File: src/rtl/kmkz_divide.sv
// rtl/kmkz_divide.sv - iterative restoring integer divider for the execute stage
//
// Purpose:
//   Executes RISC-V DIV/DIVU/REM/REMU with a restoring shift-subtract core
//   working on operand magnitudes. It retires STEPS_PER_CYCLE quotient bits
//   per clock, so an operation takes XLEN/STEPS_PER_CYCLE busy cycles. The
//   execute stage is held through the start cycle and every busy cycle. The
//   result is presented in DONE until the pipeline advances.
//
// Optional feature:
//   KMKZ_DIV_FAST_EN - when defined, three cases resolve in the start cycle
//   and go straight from IDLE to DONE: divisor zero, signed overflow, and a
//   dividend magnitude below the divisor magnitude.
//
// Ports:
//   clk_i          in   1     clock, rising edge
//   rst_i          in   1     asynchronous reset, active low
//   x_stall_i      in   1     execute-stage global stall (holds DONE)
//   x_kill_i       in   1     execute-stage flush (aborts BUSY/DONE)
//   d_valid_i      in   1     decode output valid
//   d_is_divide_i  in   1     instruction is DIV/DIVU/REM/REMU
//   d_fun_i        in   3     funct3: 100 DIV, 101 DIVU, 110 REM, 111 REMU
//   d_rs1_i        in   XLEN  dividend
//   d_rs2_i        in   XLEN  divisor
//   x_stall_req_o  out  1     hold execute stage (combinational)
//   x_rd_o         out  XLEN  result (registered)
//   x_busy_o       out  1     FSM not IDLE

module kmkz_divide #(
  parameter int XLEN            = 32,
  parameter int STEPS_PER_CYCLE = 1
) (
  input  logic            clk_i,
  input  logic            rst_i,
  input  logic            x_stall_i,
  input  logic            x_kill_i,
  input  logic            d_valid_i,
  input  logic            d_is_divide_i,
  input  logic [2:0]      d_fun_i,
  input  logic [XLEN-1:0] d_rs1_i,
  input  logic [XLEN-1:0] d_rs2_i,
  output logic            x_stall_req_o,
  output logic [XLEN-1:0] x_rd_o,
  output logic            x_busy_o
);

  localparam int N  = XLEN / STEPS_PER_CYCLE;
  localparam int CW = $clog2(N + 1);

  typedef enum logic [1:0] {
    S_IDLE = 2'd0,
    S_BUSY = 2'd1,
    S_DONE = 2'd2
  } state_e;

  state_e          state_q, state_d;
  logic [CW-1:0]   cnt_q, cnt_d;
  logic [XLEN-1:0] rem_q, rem_d;   // partial remainder
  logic [XLEN-1:0] quo_q, quo_d;   // dividend bits shifting out, quotient bits in
  logic [XLEN-1:0] dvs_q, dvs_d;   // divisor magnitude
  logic [XLEN-1:0] rd_q, rd_d;
  logic            qneg_q, qneg_d;
  logic            rneg_q, rneg_d;
  logic            dz_q, dz_d;
  logic            rsel_q, rsel_d;

  logic            start;
  logic            stall_req;
  logic            a_neg, b_neg;
  logic [XLEN-1:0] a_mag, b_mag;
  logic [XLEN-1:0] rem_s, quo_s;
  logic [XLEN:0]   part, diff;
  logic [XLEN-1:0] q_fin, r_fin, fin_res;
  logic            fun_unused;

  // funct3[2] is implied by d_is_divide_i; only the unsigned and remainder
  // bits steer the datapath.
  assign fun_unused = d_fun_i[2];

  // Operand preparation for the start cycle. fun[0] set means unsigned.
  assign a_neg = ~d_fun_i[0] & d_rs1_i[XLEN-1];
  assign b_neg = ~d_fun_i[0] & d_rs2_i[XLEN-1];
  assign a_mag = a_neg ? -d_rs1_i : d_rs1_i;
  assign b_mag = b_neg ? -d_rs2_i : d_rs2_i;

  // rst_i is folded in so no stall is requested while reset is asserted.
  assign start = rst_i & (state_q == S_IDLE) & d_valid_i & d_is_divide_i & ~x_kill_i;

`ifdef KMKZ_DIV_FAST_EN
  logic            f_dz, f_ovf, f_lt, fast_hit;
  logic [XLEN-1:0] fast_res;

  assign f_dz     = (d_rs2_i == '0);
  assign f_ovf    = ~d_fun_i[0] & (d_rs1_i == {1'b1, {(XLEN-1){1'b0}}}) & (d_rs2_i == '1);
  assign f_lt     = (a_mag < b_mag);
  assign fast_hit = f_dz | f_ovf | f_lt;

  // In every fast case the remainder is either the dividend or zero, and the
  // quotient is all ones, the dividend, or zero.
  always_comb begin
    fast_res = '0;
    if (d_fun_i[1]) begin
      fast_res = f_ovf ? '0 : d_rs1_i;
    end else if (f_dz) begin
      fast_res = '1;
    end else if (f_ovf) begin
      fast_res = d_rs1_i;
    end else begin
      fast_res = '0;
    end
  end
`endif

  // Restoring shift-subtract, STEPS_PER_CYCLE iterations chained per clock.
  // part is one bit wider so the compare sees the bit shifted out of rem.
  always_comb begin
    rem_s = rem_q;
    quo_s = quo_q;
    part  = '0;
    diff  = '0;
    for (int i = 0; i < STEPS_PER_CYCLE; i++) begin
      part  = {rem_s, quo_s[XLEN-1]};
      diff  = part - {1'b0, dvs_q};
      quo_s = {quo_s[XLEN-2:0], ~diff[XLEN]};
      rem_s = diff[XLEN] ? part[XLEN-1:0] : diff[XLEN-1:0];
    end
  end

  // Sign fix-up. A zero divisor yields all-ones quotient regardless of sign;
  // the remainder path then restores the original dividend naturally.
  assign q_fin   = dz_q ? '1 : (qneg_q ? -quo_s : quo_s);
  assign r_fin   = rneg_q ? -rem_s : rem_s;
  assign fin_res = rsel_q ? r_fin : q_fin;

  always_comb begin
    state_d   = state_q;
    cnt_d     = cnt_q;
    rem_d     = rem_q;
    quo_d     = quo_q;
    dvs_d     = dvs_q;
    rd_d      = rd_q;
    qneg_d    = qneg_q;
    rneg_d    = rneg_q;
    dz_d      = dz_q;
    rsel_d    = rsel_q;
    stall_req = 1'b0;
    case (state_q)
      S_IDLE: begin
        if (start) begin
          stall_req = 1'b1;
          rem_d     = '0;
          quo_d     = a_mag;
          dvs_d     = b_mag;
          qneg_d    = a_neg ^ b_neg;
          rneg_d    = a_neg;
          dz_d      = (d_rs2_i == '0);
          rsel_d    = d_fun_i[1];
          cnt_d     = CW'(N);
          state_d   = S_BUSY;
`ifdef KMKZ_DIV_FAST_EN
          if (fast_hit) begin
            cnt_d   = '0;
            rd_d    = fast_res;
            state_d = S_DONE;
          end
`endif
        end
      end
      S_BUSY: begin
        if (x_kill_i) begin
          cnt_d   = '0;
          state_d = S_IDLE;
        end else begin
          stall_req = 1'b1;
          rem_d     = rem_s;
          quo_d     = quo_s;
          cnt_d     = cnt_q - 1'b1;
          if (cnt_q == CW'(1)) begin
            rd_d    = fin_res;
            state_d = S_DONE;
          end
        end
      end
      S_DONE: begin
        if (x_kill_i || !x_stall_i) begin
          state_d = S_IDLE;
        end
      end
      default: begin
        cnt_d   = '0;
        state_d = S_IDLE;
      end
    endcase
  end

  always_ff @(posedge clk_i or negedge rst_i) begin
    if (!rst_i) begin
      state_q <= S_IDLE;
      cnt_q   <= '0;
      rem_q   <= '0;
      quo_q   <= '0;
      dvs_q   <= '0;
      rd_q    <= '0;
      qneg_q  <= 1'b0;
      rneg_q  <= 1'b0;
      dz_q    <= 1'b0;
      rsel_q  <= 1'b0;
    end else begin
      state_q <= state_d;
      cnt_q   <= cnt_d;
      rem_q   <= rem_d;
      quo_q   <= quo_d;
      dvs_q   <= dvs_d;
      rd_q    <= rd_d;
      qneg_q  <= qneg_d;
      rneg_q  <= rneg_d;
      dz_q    <= dz_d;
      rsel_q  <= rsel_d;
    end
  end

  assign x_stall_req_o = stall_req;
  assign x_rd_o        = rd_q;
  assign x_busy_o      = (state_q != S_IDLE);

endmodule

File: config.mk
export PLATFORM = sky130hd
export DESIGN_NAME = kmkz_divide
export DESIGN_NICKNAME = d
export VERILOG_FILES = /design/src/rtl/kmkz_divide.sv
export SDC_FILE = /design/constraint.sdc
export NUM_CORES = 1
export LEC_CHECK = 0
export ABC_AREA = 1
export CORE_MARGIN = 3
export CORE_UTILIZATION = 29
export CTS_BUF_LIST = sky130_fd_sc_hd__clkbuf_4 sky130_fd_sc_hd__clkbuf_8 sky130_fd_sc_hd__clkbuf_16
export DETAILED_ROUTE_END_ITERATION = 8
export SLEW_MARGIN = 0
export SYNTH_ARGS = -nofsm -noshare
export SYNTH_HDL_FRONTEND = slang
export SYNTH_SLANG_ARGS = --single-unit
File: constraint.sdc
create_clock -name clk_i -period 9.18 [get_ports clk_i]
set_input_delay 1.377 -clock clk_i [delete_from_list [all_inputs] [get_ports clk_i]]
set_output_delay 1.377 -clock clk_i [all_outputs]
set_load 0.1 [all_outputs]
==> results.toml <==
[logic_synthesis]
yosysTopAreaCell = "dfrtp_1"
ys_async_sr_fraction_pct = 100
yosys-top-cells-count = "nand2_1 (503), inv_1 (253), nor2_1 (187)"
synth-edff-count = 0
synthTopCellsByArea = "dfrtp_1 (29%), nand2_1 (16%), inv_1 (7.9%)"
yosysSeqAreaShare_pct = 29.2
syn_inst = 1882
synth.most_common_cell = "nand2_1"
synth_area_mm2 = 0.0120
synth_nets = 1994
yosysWarnings = 0
avgSynthCellArea_um2 = 6.36
synth_top_cell_area_share_pct = 29.2
synth-seq-cells = 140
synth_ff_type = "dfrtp_1"
synth_cell_types = 49

[clocking]
cts_buffers = 17
cts_max_level = 4
cts.repair.resized = 0
clockBufferDepth = 2
cts_root_buf = "clkbuf_16"
postCtsHoldBufs = 0
cts.clk_slew.worst_paths_ps = 60
cts_tree = "done"
cts_setup_buffers = 0
clock_latency_ps = 430
cts_sinks = 140

[timing]
hold-worst-slack_ps = 484
fin_crit_sh_pct = 69.2
period_needed_ps = 6350
tns_ps = 0
setup_viol = 0
drv_slew = 0
worstMarginPinSlew_ps = 1220
rsz0062_at_grt = "false"
fin_worst_skew_ps = 13.7
max_clock_freq_mhz = 157
max_slew_margin_pct = 18.8
hold_viol_final = 0

[outcome]
status = "completed"

[final_layout]
drive_above_1_share_pct = 6.08
nNetsFinal = 2073
fillers = 4401
insertedDiodeCount = 0
synthToLayoutAreaGrowth_pct = 18.5
final_cell_area_mm2 = 0.0142

[placement]
placed_cell_area_mm2 = 0.0135
io_buffers = 105
place_hpwl_um = 30900
finalWeightedCongestion = 0.917

[hold_path]
hold_class = "flop to flop"

[die]
rows = 73
die_width_um = 209
ios = 107
initial_utilization_pct = 29.7
die-area_mm2 = 0.0438
core_area_mm2 = 0.0403
die_h_um = 209

[detailed_routing]
viasPerCell = 5.00
final_antenna_net_count = 0
routedWlPerCell_um = 15.6
drc = 0
drt_iter0_drc = 940
drt_pass1_iterations = 8
wl_um = 39000
num_vias = 12488

[global_routing]
grt_start_max_net_pins = 82
grt_pass1_wl_um = 62500
overflow = 0
grt.total_usage_pct = 17.6
grt_pass1_vias = 11952
antenna_found_initial = 1

[run]
maxCapViolations = 0

[power]
vdd_drop_max_v = 0.000263
p_leak_nw = 6.91
power_density_mw_per_mm2 = 401

[critical_path]
end_kind = "output pin"
critPathMaxFanout = 81
arrival_ps = 4970
required_ps = 7800
crit_type = "input port to output pin"
cp-start-kind = "input port"
[cells by family (layout without fill, tap and decap cells)]
logic type | Yosys count | count (layout) | share of synthesized area [%]
AO/OA/AOI/OAI | 364 | 364 | 16.9
flip-flops | 140 | 140 | 29.2
buffers and inverters | 316 | 407 | 10.3
XOR/XNOR | 57 | 57 | 4.17
adder cells (fa/ha/maj) | 39 | 39 | 4.14
AND/OR/NAND/NOR | 966 | 966 | 35.2
[worst paths after layout]
| path | start | to | slack, ps | depth (start not counted) |
|---|---|---|---|---|
| max | rst_i | x_stall_req_o | 2830 | 9 |
| min | dvs_q[21] | dvs_q[21] | 480 | 2 |
| max reg2reg | quo_q[31] | x_rd_o[26] | 4230 | 25 |
| min reg2reg | dvs_q[21] | dvs_q[21] | 480 | 2 |
| max in group asynchronous | rst_i | quo_q[22] | 6860 | 2 |
| min in group asynchronous | rst_i | dvs_q[2] | 980 | 1 |
[final cells by class]
| type | instances | area [um2] | share of cell area (%) |
|---|---|---|---|
| Clock buffer | 18 | 433 | 3.05 |
| Clock inverter | 13 | 238 | 1.68 |
| Inverter | 260 | 976 | 6.88 |
| Multi-Input combinational cell | 1426 | 7250 | 51.1 |
| Sequential cell | 140 | 3500 | 24.7 |
| Tap cell | 525 | 657 | 4.63 |
| Timing Repair Buffer | 116 | 1130 | 8.00 |
[critical path, cell delays in order]
cell             delay (ps)
buf_6                   530
inv_1                   120
nor4_2                  260
buf_4                   300
nor2_1                   70
buf_4                   250
inv_2                    70
buf_4                   610
clkdlybuf4s50_1        1300
[metal layers]
layer	share of wire (%)	global-route usage, %	vias up
met2	47	29.0	294
met3	3.8	2.28	38
met1	48	24.5	5844
met4	1.5	4.09	2
li1	-	-	6310
met5	0.033	0	-
[registers in the layout, indices dropped and copies added (netlist names)]
signal and count:
rem_q 32, cnt_q 6, dvs_q 32, state_q 2
dz_q 1, quo_q 32, qneg_q 1, rsel_q 1
x_rd_o 32, rneg_q 1
[report_power, final]
part           switching [mW]  internal [mW]  leakage (nW)  total (mW)
logic                    2.72           1.13          4.83        3.84
clock network           0.294          0.515         0.323       0.809
registers               0.208          0.827          1.76        1.04
total                    3.22           2.47          6.91        5.69
[through the flow]
step | setup slack [ps] | cells | power (mW) | utilization, %
3_5_place_dp | 2790 | 2467 | 4.86 | 33.6
5_1_grt | 2540 | 2498 | 6.18 | 35.2
3_3_place_gp | 2770 | 2467 | 4.82 | 33.6
4_1_cts | 2790 | 2498 | 5.69 | 35.2
6_report | 2830 | 2498 | 5.69 | 35.2
2_1_floorplan | 4450 | 1882 | 3.92 | -
[layout by cell type, fill, tap and decap left out, drive strengths merged, types with 3 or more instances in the layout]
cell,instances
nand3,134
bufinv,6
or2,10
xnor2,26
buf,12
a21o,3
o211ai,23
a31oi,6
nor2,198
clkbuf,18
o21bai,6
o22ai,33
ha,38
inv,263
a21oi,128
nand2,540
xor2,31
o221ai,4
and2,3
dfrtp,140
nand4,30
nor3,26
o21ai,154
nand3b,7
nor4,16
clkdlybuf4s50,104
No activity file was read; power rests on OpenSTA's default activity.
